**config.mk**
```make
export PLATFORM = sky130hd
export DESIGN_NAME = uart_rx_fifo
export DESIGN_NICKNAME = d
export VERILOG_FILES = /design/src/rtl/uart_rx_fifo.sv
export SDC_FILE = /design/constraint.sdc
export NUM_CORES = 1
export LEC_CHECK = 0
export BUFFER_PORTS_ARGS = -buffer_cell sky130_fd_sc_hd__buf_2
export CORE_AREA = 2 2 121 123
export CTS_CLUSTER_SIZE = 20
export DETAILED_ROUTE_END_ITERATION = 10
export DIE_AREA = 0 0 123 125
export MAX_ROUTING_LAYER = met4
export SYNTH_ARGS = -nofsm -noshare
export SYNTH_HDL_FRONTEND = slang
export SYNTH_SLANG_ARGS = --single-unit
export TNS_END_PERCENT = 5
```
**constraint.sdc**
```tcl
create_clock -name clock -period 3.4 [get_ports clock]
set_input_delay 0.51 -clock clock [delete_from_list [all_inputs] [get_ports clock]]
set_output_delay 0.51 -clock clock [all_outputs]
set_load 0.05 [all_outputs]
```
**src/rtl/uart_rx_fifo.sv**
```systemverilog
// 8N1 UART receiver feeding a show-ahead receive FIFO with sticky overflow
// and frame-error flags for the register port.
module uart_rx_fifo #(
    parameter int CLOCK_FREQUENCY = 25000000,
    parameter int BAUD_RATE       = 115200,
    parameter int FIFO_DEPTH      = 8
) (
    input  logic                          clock,
    input  logic                          reset,
    input  logic                          uart_rx,
    input  logic                          rx_pop,
    input  logic                          clear_errors,
    output logic [7:0]                    rx_data,
    output logic                          rx_valid,
    output logic [$clog2(FIFO_DEPTH):0]   rx_count,
    output logic                          overflow,
    output logic                          frame_error
);

    localparam int CYCLES_PER_BIT = CLOCK_FREQUENCY / BAUD_RATE;
    localparam int CNT_W          = $clog2(CYCLES_PER_BIT);
    localparam int PTR_W          = $clog2(FIFO_DEPTH);
    localparam logic [CNT_W-1:0] CNT_LAST = CNT_W'(CYCLES_PER_BIT - 1);
    localparam logic [CNT_W-1:0] CNT_HALF = CNT_W'(CYCLES_PER_BIT / 2 - 1);
    localparam logic [PTR_W:0]   CNT_FULL = (PTR_W + 1)'(FIFO_DEPTH);

    typedef enum logic [2:0] {IDLE, START, DATA, STOP, WAIT_IDLE} state_t;

    state_t             state, state_next;
    logic [CNT_W-1:0]   cnt, cnt_next;
    logic [2:0]         bit_idx, bit_next;
    logic               sync_p0, sync_p1;
    logic               rx_s;
    logic               shift_en, stop_ok, stop_bad;
    logic [7:0]         shift_reg;
    logic [7:0]         mem [FIFO_DEPTH];
    logic [PTR_W-1:0]   wptr, rptr;
    logic               pop_eff, full, push, ovf_set;

    // Synchronizer stage: line is asynchronous to clock
    always_ff @(posedge clock or posedge reset) begin
        if (reset) begin
            sync_p0 <= 1'b1;
            sync_p1 <= 1'b1;
        end else begin
            sync_p0 <= uart_rx;
            sync_p1 <= sync_p0;
        end
    end

    assign rx_s = sync_p1;

    // Receiver FSM
    always_ff @(posedge clock or posedge reset) begin
        if (reset) begin
            state   <= IDLE;
            cnt     <= '0;
            bit_idx <= '0;
        end else begin
            state   <= state_next;
            cnt     <= cnt_next;
            bit_idx <= bit_next;
        end
    end

    always_comb begin
        state_next = state;
        cnt_next   = cnt + 1'b1;
        bit_next   = bit_idx;
        shift_en   = 1'b0;
        stop_ok    = 1'b0;
        stop_bad   = 1'b0;
        case (state)
            IDLE: begin
                cnt_next = '0;
                if (!rx_s) state_next = START;
            end
            START: begin
                if (cnt == CNT_HALF) begin
                    cnt_next = '0;
                    if (rx_s) begin
                        state_next = IDLE;
                    end else begin
                        state_next = DATA;
                        bit_next   = '0;
                    end
                end
            end
            DATA: begin
                if (cnt == CNT_LAST) begin
                    cnt_next = '0;
                    shift_en = 1'b1;
                    bit_next = bit_idx + 3'd1;
                    if (bit_idx == 3'd7) state_next = STOP;
                end
            end
            STOP: begin
                if (cnt == CNT_LAST) begin
                    cnt_next = '0;
                    if (rx_s) begin
                        stop_ok    = 1'b1;
                        state_next = IDLE;
                    end else begin
                        stop_bad   = 1'b1;
                        state_next = WAIT_IDLE;
                    end
                end
            end
            WAIT_IDLE: begin
                cnt_next = '0;
                if (rx_s) state_next = IDLE;
            end
            default: state_next = IDLE;
        endcase
    end

    // Datapath: shift register and FIFO storage carry no reset
    always_ff @(posedge clock) begin
        if (shift_en) shift_reg <= {rx_s, shift_reg[7:1]};
        if (push)     mem[wptr] <= shift_reg;
    end

    assign pop_eff = rx_pop && (rx_count != '0);
    assign full    = (rx_count == CNT_FULL);
    assign push    = stop_ok && (!full || pop_eff);
    assign ovf_set = stop_ok && full && !pop_eff;

    // FIFO pointers, occupancy and sticky flags
    always_ff @(posedge clock or posedge reset) begin
        if (reset) begin
            wptr        <= '0;
            rptr        <= '0;
            rx_count    <= '0;
            overflow    <= 1'b0;
            frame_error <= 1'b0;
        end else begin
            if (push)    wptr <= wptr + 1'b1;
            if (pop_eff) rptr <= rptr + 1'b1;
            case ({push, pop_eff})
                2'b10:   rx_count <= rx_count + 1'b1;
                2'b01:   rx_count <= rx_count - 1'b1;
                default: rx_count <= rx_count;
            endcase
            overflow    <= ovf_set  | (overflow    & ~clear_errors);
            frame_error <= stop_bad | (frame_error & ~clear_errors);
        end
    end

    assign rx_valid = (rx_count != '0);
    assign rx_data  = rx_valid ? mem[rptr] : 8'h00;

endmodule

```
==> flow_summary.ini, run 1 <==
[run_status]
outcome = finished, final reports clean

[power]
p_sw_w = 0.000458
p_leak_nw = 1.74
internal_power_w = 0.00188
ir_drop_mv = 0.222
swShare_pct = 19.6
pwr-share-comb_pct = 0.4
p_per_area_nw_per_um2 = 483
power_frac_clock_pct = 44.2
sequentialPowerShare_pct = 55.4

[finish]
final_layout_size_suffix_gt1_share_pct = 26.1
area_growth_syn_to_layout_pct = 16.1
largest_reg_flops = 64
nets = 300
final_cell_area_um2 = 4850
antenna_cells = 0
fin_cells = 475

[yosys]
synth_edf_count = 72
syn_inst = 253
synth_top_area_cell = edfxtp_1
synth.top_cell.area_share_pct = 51.8
dominantRegCellSynth = edfxtp_1
yosysMostFrequentCell = edfxtp_1
synth_nets = 267
synth.ff_latch_count = 100
yosysWarningCount = 0
ys_seq_area_share_pct = 68.6
async_flop_share_pct = 28.0
mappedNetlistArea_um2 = 4170
yosysUniqueCellTypes = 41
syn_avg_cell_area_um2 = 16.5
synth_common_cells = 72 x edfxtp_1, 30 x nor2_1, 26 x dfrtp_1
synth_area_leaders = edfxtp_1 52%, dfrtp_1 16%, mux4_2 8.6%

[floorplanning]
num_io_pins = 20
rows = 44
initial_utilization_pct = 29.4
die_h_um = 125
core_um2 = 14200
dieArea_um2 = 15400
die_w_um = 123

[place]
place_hpwl_um = 4620
dpl-instance-area_um2 = 4540
portBuffers = 19
placed_cells = 459
place.gp.congestion = 0.738

[detailed_routing]
vias = 2141
wl_um = 7250
drc = 0
wire_per_inst_um = 15.3
dr.first_iter.drc_count = 114
viasPerCell = 4.51
detail-route-antenna-nets = 0
drt_pass1_iterations = 4

[clock_tree]
post_cts_buffers = 0
worstSkewPairLatency_ns = 0.34
cts_tree = done
htreeDepth = 3
cts_buffers = 9
cts_root_buf = clkbuf_16
ctsResizeCount = 0
clock_sinks = 100
path_clk_slew_ns = 0.07
clock_path_buffers = 2
cts_hold_buf = 0

[timing]
slew_violations = 0
period_share_pct = 79.7
rsz0062_at_grt = no
hold_viol = 0
max_freq_mhz = 369
setup_viol = 0
finalSetupTns_ns = 0
finClkSkew_ns = 0.00808
worst_pin_slew_ns = 1.09
finalCriticalPeriod_ns = 2.71
slew_headroom_pct = 27.2

[worst_setup_path]
crit_fanout = 8
critPathLaunchType = flip-flop
worstSetupPathType = reg2out
cp.arrival_ns = 2.20
end_kind = primary output
crit_required_ns = 2.89

[global_route]
grt_max_degree = 29
grt_pass1_wl_um = 12000
grt.total_usage_pct = 10.9
antenna_found_initial = 0
grt_pass1_vias = 2244
grt-ovfl-total = 0

[hold_path]
min_path_type = in2reg

[flow_run]
drv_cap = 0
==> metal layers <==
layer  track usage (%)  share of wire [%]  vias up
met4              3.81                1.6        0
li1                  -                  -     1018
met5                 -                  0        -
met2              17.9                 53       19
met1              12.9                 43     1097
met3              2.74                2.3        7
==> layout by cell type, fill, tap and decap left out, types with 2 or more instances in the layout <==
cell type   n
dfstp_2     2
mux2i_1     8
nor2_1     30
nor3_1      6
mux2_2      3
a22o_1      2
nand3_1     5
inv_6       3
buf_4      12
xor2_1      7
mux4_2     16
o21ai_0     3
xnor2_1     8
clkbuf_16   9
a21oi_1     4
ha_1        9
nand2_1     8
inv_1       7
edfxtp_1   72
nand4_1     2
nand2b_1    5
nor4_4      2
o22ai_1     4
dfrtp_1    26
buf_2      19
==> cell families after synthesis <==
family | share of synthesized area (%)
multiplexers | 12.0
XOR/XNOR | 3.15
buffers and inverters | 1.98
flip-flops | 68.6
AO/OA/AOI/OAI | 2.34
AND/OR/NAND/NOR | 9.20
adder cells (fa/ha/maj) | 2.70
==> through the flow <==
step                setup WS, ns  hold slack, ns  utilization (%)  power, W
floorplan                  0.486           0.345                -   0.00133
global placement           0.882           0.346             31.9   0.00133
detailed placement         0.758           0.347             31.9   0.00133
CTS                        0.607           0.257             34.1   0.00238
global route               0.500           0.254             34.1   0.00244
finish                     0.691           0.270             34.1   0.00234
==> critical path, cell delays in order (launching register included) <==
cell and delay, ns:
dfrtp_1 0.62, buf_4 0.30, mux4_2 0.54, mux2i_1 0.14
nor2_1 0.05, buf_2 0.21
==> path summary, 6_finish.rpt <==
kind / startpoint / endpoint / slack [ns] / cells after the start
worst max-delay path: rptr[0]$_DFFE_PP0P_ / rx_data[5] / 0.69 / 5
worst min-delay path: uart_rx / sync_p0$_DFF_PP1_ / 0.27 / 1
worst max register to register: cnt[0]$_DFF_PP0_ / rx_count[2]$_DFFE_PP0P_ / 0.79 / 12
worst min register to register: sync_p0$_DFF_PP1_ / rx_s$_DFF_PP1_ / 0.36 / 0
max in group asynchronous: reset / bit_idx[2]$_DFFE_PP0P_ / 2.30 / 2
min in group asynchronous: reset / cnt[6]$_DFF_PP0_ / 0.44 / 2
==> power groups by stage <==
stage | clock network, W | registers (W) | logic (W)
4_1_cts | 0.00107 | 0.00130 | 0.0000110
6_report | 0.00103 | 0.00130 | 0.0000102
3_5_place_dp | 0 | 0.00132 | 0.0000109
2_1_floorplan | 0 | 0.00132 | 0.00000743
3_3_place_gp | 0 | 0.00132 | 0.0000106
5_1_grt | 0.00113 | 0.00130 | 0.0000126
==> cell type report <==
class,instances,area [µm²]
inverter,8,30.0
sequential,100,2870
timing repair buffer,31,185
fill,1366,9360
clock buffer,10,229
multi-input combinational,136,1230
tap,184,230
clock inverter,6,81.3
(Power assumes the default switching activity.)
==> run 2: changes to the inputs <==
clock period = 2.4 ns   (was 3.4 ns; I/O delays follow)
==> run 2 against run 1 <==
Net effect: via count grew 3.1%; hold slack lost 0.20 ns; highest routed layer unchanged; largest power group unchanged; power grew 37%; worst setup slack lost 0.58 ns; critical path type unchanged; largest cell class unchanged; clock power grew 31%; clock-buffer cell count shrank 1; die area is the same; register-to-register slack lost 0.65 ns; sequential share of layout area shrank 1.7 points; sequential power grew 42%; non-clock buffer count grew 13; global-route usage is essentially flat.
==> flow_summary.ini, run 2 (same netlist as run 1, synthesis figures left out) <==
[power]
p_per_area_nw_per_um2 = 642
p_sw_w = 0.000650
pwr-share-comb_pct = 0.6
power_frac_clock_pct = 42.2
sequentialPowerShare_pct = 57.2
p_leak_nw = 1.80
internal_power_w = 0.00256
swShare_pct = 20.3
ir_drop_mv = 0.330

[finish]
fin_cells = 488
largest_reg_flops = 64
nets = 313
final_common_cell = edfxtp_1
register_area_um2 = 2870
area_growth_syn_to_layout_pct = 19.7
multiInputGateArea_um2 = 1270
antenna_cells = 0
final_cell_mix = 72 x edfxtp_1, 30 x nor2_1, 23 x dfrtp_1, 23 x buf_4, 19 x buf_2
fill_cells = 1322
final_layout_size_suffix_gt1_share_pct = 33.2

[floorplanning]
core_um2 = 14200
die_w_um = 123
num_io_pins = 20
dieArea_um2 = 15400
die_h_um = 125
initial_utilization_pct = 29.4
rows = 44

[worst_setup_path]
cp.arrival_ns = 1.93
worstSetupPathType = reg2out
slowest_stage = mux4_2
crit_fanout = 18
critPathMaxStageDelay_ns = 0.52
cp_top_family = multiplexers
critPathLaunchType = flip-flop
end_kind = primary output
crit_required_ns = 2.04
crit_path_cell_trace = buf_12 > mux4_2 > mux2i_1 > nor2_1 > buf_2
cp_num_buf_inv = 2

[detailed_routing]
wl_um = 7530
vias = 2208
drt_pass1_iterations = 4
detail-route-antenna-nets = 0
dr.first_iter.drc_count = 149
wire_per_inst_um = 15.4
drc = 0
viasPerCell = 4.52

[clock_tree]
clock_sinks = 100
cts_buffers = 9
clock_path_buffers = 2
worstSkewPairLatency_ns = 0.34
path_clk_slew_ns = 0.07
cts_root_buf = clkbuf_16
cts_tree = done
htreeDepth = 3

[timing]
period_share_pct = 95.3
worst_pin_slew_ns = 0.581
finClkSkew_ns = 0.0115
slew_headroom_pct = 60.9
hold_viol = 0
max_freq_mhz = 437
holdWs_ns = 0.0733
finalCriticalPeriod_ns = 2.29
setup_viol = 0
slew_violations = 0
rsz0062_at_grt = yes

[hold_path]
min_path_type = in2async

[place]
place_hpwl_um = 4770
portBuffers = 19
placed_cells = 465
place.gp.congestion = 0.787

[global_route]
grt_max_degree = 29
grt.total_usage_pct = 10.8
grt-ovfl-total = 0
grt_pass1_vias = 2281
grt_pass1_wl_um = 12100
antenna_found_initial = 0

[run_status]
outcome = finished, final reports clean

[flow_run]
drv_cap = 0
-- run 2: changes by cell type in the layout (fill, tap and decap cells not counted), moves of 2 or more --
cell,change
nand3_1,-2
buf_12,+2
ha_1,-3
buf_4,+11
ha_2,+2
dfrtp_2,+3
clkinv_2,+2
dfrtp_1,-3
-- run 2: what timing repair did --
action	in CTS	in global routing
hold buffers	0	0
gates resized for setup	0	6
setup buffers	0	7
setup endpoints to repair	0	1
endpoints found under the hold margin	0	0
-- run 2: metrics by stage --
stage | total power [W] | setup slack, ns | TNS (ns) | util, % | cell area, µm²
3_3_place_gp | 0.00189 | 0.198 | 0 | 32.6 | 4630
5_1_grt | 0.00331 | -0.0386 | -0.0386 | 35.2 | 5000
2_1_floorplan | 0.00188 | -0.244 | -0.528 | - | 4210
3_5_place_dp | 0.00189 | 0.0800 | 0 | 32.6 | 4630
4_1_cts | 0.00325 | 0.0655 | 0 | 34.6 | 4910
6_report | 0.00321 | 0.113 | 0 | 35.2 | 5000
-- run 2: area by class of cell --
type,instances,area share [%]
Sequential cell,100,57.4
Clock inverter,7,1.13
Timing Repair Buffer,44,6.16
Multi-Input combinational cell,136,25.5
Tap cell,184,4.61
Inverter,8,0.651
Clock buffer,9,4.51
-- run 2: worst min-delay path, delay by kind of cell --
family	cells	cell delay, ns
buf+inv	3	0.46
-- run 2: layer usage --
layer / vias up / track usage (%) / routed length (µm)
li1: 1044 / - / -
met1: 1136 / 13.1 / 3290
met4: 0 / 4.48 / 127
met5: - / - / 0
met2: 19 / 17.5 / 3920
met3: 9 / 2.33 / 185
-- run 2: path summary, 6_finish.rpt --
check,from,endpoint,slack (ns),depth (start not counted)
max,rptr[0]$_DFFE_PP0P_,rx_data[4],0.11,5
min,reset,overflow$_DFF_PP0_,0.07,3
max reg2reg,state[2]$_DFFE_PP0P_,rx_count[2]$_DFFE_PP0P_,0.14,10
min reg2reg,sync_p0$_DFF_PP1_,rx_s$_DFF_PP1_,0.36,0
max in group asynchronous,reset,rx_s$_DFF_PP1_,2.01,3
min in group clock,uart_rx,sync_p0$_DFF_PP1_,0.12,1
-- run 2: power by group through the flow --
stage                     clock network [W]  registers (W)  logic (W)
final                               0.00135        0.00184  0.0000194
after global routing                0.00145        0.00184  0.0000228
after CTS                           0.00140        0.00184  0.0000205
after detailed placement                  0        0.00187  0.0000204
after global placement                    0        0.00187  0.0000196
after floorplan                           0        0.00187  0.0000105
==> run 3: changes to the inputs <==
CORE_AREA = 2 2 106 108   (was 2 2 121 123)
DIE_AREA = 0 0 108 110   (was 0 0 123 125)
==> run 3 against run 2 <==
Net effect: power down 5.4%; via count down 0.82%; critical path type unchanged; clock power down 13%; non-clock buffer count down 2; die area down 23%; largest power group unchanged; highest routed layer unchanged; cell area down 2.9%.
==> flow_summary.ini, run 3 (same netlist as run 1, synthesis figures left out) <==
[power]
ir_drop_mv = 0.337
p_leak_nw = 1.75
totalPowerFinal_w = 0.00303
sequentialPowerShare_pct = 60.5
p_per_area_nw_per_um2 = 626
swShare_pct = 19.7
p_sw_w = 0.000599
pwr-share-comb_pct = 0.6
power_frac_clock_pct = 38.9
internal_power_w = 0.00243

[finish]
final_layout_size_suffix_gt1_share_pct = 31.8
register_area_um2 = 2870
fill_cells = 940
nets = 311
final_common_cell = edfxtp_1
final_cell_mix = 72 x edfxtp_1, 30 x nor2_1, 23 x dfrtp_1
fin_cells = 442
multiInputGateArea_um2 = 1270
final_core_util_pct = 45.3
antenna_cells = 0
largest_reg_flops = 64
area_growth_syn_to_layout_pct = 16.2

[timing]
finClkSkew_ns = 0.0111
period_share_pct = 95.5
max_freq_mhz = 436
holdWs_ns = 0.0355
setup_viol = 0
slew_violations = 0
hold_viol = 0
slew_headroom_pct = 59.8
finalCriticalPeriod_ns = 2.29
worst_pin_slew_ns = 0.597
rsz0062_at_grt = yes

[clock_tree]
clock_path_buffers = 2
clock_sinks = 100
path_clk_slew_ns = 0.10
cts_tree = done
cts_root_buf = clkbuf_8
cts_buffers = 9
worstSkewPairLatency_ns = 0.37
cts_hold_buf = 0
htreeDepth = 3

[detailed_routing]
routed-wl-met2_um = 3660
viasPerCell = 4.95
vias = 2190
routedLengthMet1_um = 3320
topRoutingLayerUsed = met4
route.met3.wl_um = 170
wire_per_inst_um = 16.6
detail-route-antenna-nets = 0
drt_pass1_iterations = 4
wl_um = 7330
drc = 0
dr.first_iter.drc_count = 120

[floorplanning]
die_w_um = 108
rows = 38
num_io_pins = 20
initial_utilization_pct = 39.0
dieArea_um2 = 11900
die_h_um = 110
core_um2 = 10700

[worst_setup_path]
cp_num_buf_inv = 2
critPathLaunchType = flip-flop
r2r_slack_ns = 0.15
r2r_cells = 12
crit_path_cell_trace = buf_12 > mux4_2 > mux2i_1 > nor2_1 > buf_2
crit_fanout = 18
slowest_stage = mux4_2
cp.arrival_ns = 1.93
worstSetupPathType = reg2out
critPathMaxStageDelay_ns = 0.53
cp_top_family = multiplexers
crit_required_ns = 2.04
end_kind = primary output
cp.depth = 5

[place]
place_hpwl_um = 4710
portBuffers = 19
place.gp.congestion = 0.707
placed_cells = 422

[global_route]
grt_pass1_vias = 2305
grt.total_usage_pct = 14.1
grt_pass1_wl_um = 11900
grt-ovfl-total = 0
grt_max_degree = 29
antenna_found_initial = 0

[flow_run]
drv_cap = 0

[run_status]
outcome = finished, final reports clean

[hold_path]
min_path_type = in2async
==> run 3: cell count changes in the layout (fill, tap and decap cells not counted), moves of 2 or more <==
cell | previous run | this run
bufinv_16 | 0 | 2
clkbuf_16 | 9 | 0
clkbuf_8 | 0 | 9
clkinv_1 | 0 | 2
clkinv_2 | 2 | 0
clkinv_4 | 2 | 0
==> run 3: final timing paths <==
check | startpoint | endpoint
max in group asynchronous | reset | sync_p0$_DFF_PP1_
worst min-delay path | reset | frame_error$_DFF_PP0_
min in group clock | uart_rx | sync_p0$_DFF_PP1_
worst max register to register | cnt[0]$_DFF_PP0_ | rx_count[2]$_DFFE_PP0P_
worst max-delay path | rptr[0]$_DFFE_PP0P_ | rx_data[5]
worst min register to register | sync_p0$_DFF_PP1_ | rx_s$_DFF_PP1_
==> run 3: stage by stage <==
step | TNS (ns) | area [µm²] | setup WS, ns
6_report | 0 | 4850 | 0.107
5_1_grt | -0.0628 | 4850 | -0.0407
4_1_cts | 0 | 4790 | 0.0545
3_5_place_dp | 0 | 4570 | 0.141
3_3_place_gp | 0 | 4570 | 0.194
2_1_floorplan | -0.528 | 4210 | -0.244
==> run 3: metal layers <==
metal  vias to the layer above  track usage [%]
met2                        28             22.4
met1                      1117             17.7
met4                         0             7.69
met5                         -                -
li1                       1035                -
met3                        10             2.12
==> run 3: cell type report <==
cell class / instances / area share (%)
tap: 140 / 3.61
sequential: 100 / 59.2
inverter: 8 / 0.671
timing repair buffer: 42 / 5.78
clock buffer: 9 / 2.55
clock inverter: 7 / 1.99
multi-input combinational: 136 / 26.2
==> run 3: timing repair <==
item	CTS	global route
resized for setup	0	5
setup endpoints to repair	0	2
setup buffers	0	4
==> run 3: power groups by stage <==
stage | sequential, W | clock, W | combinational, W
floorplan | 0.00187 | 0 | 0.0000105
global placement | 0.00187 | 0 | 0.0000200
detailed placement | 0.00187 | 0 | 0.0000203
CTS | 0.00184 | 0.00121 | 0.0000204
global route | 0.00184 | 0.00127 | 0.0000231
finish | 0.00184 | 0.00118 | 0.0000196
==> run 3: tightest hold or removal path: stages <==
cell,delay [ns]
buf_2,0.09
inv_1,0.04
buf_4,0.33
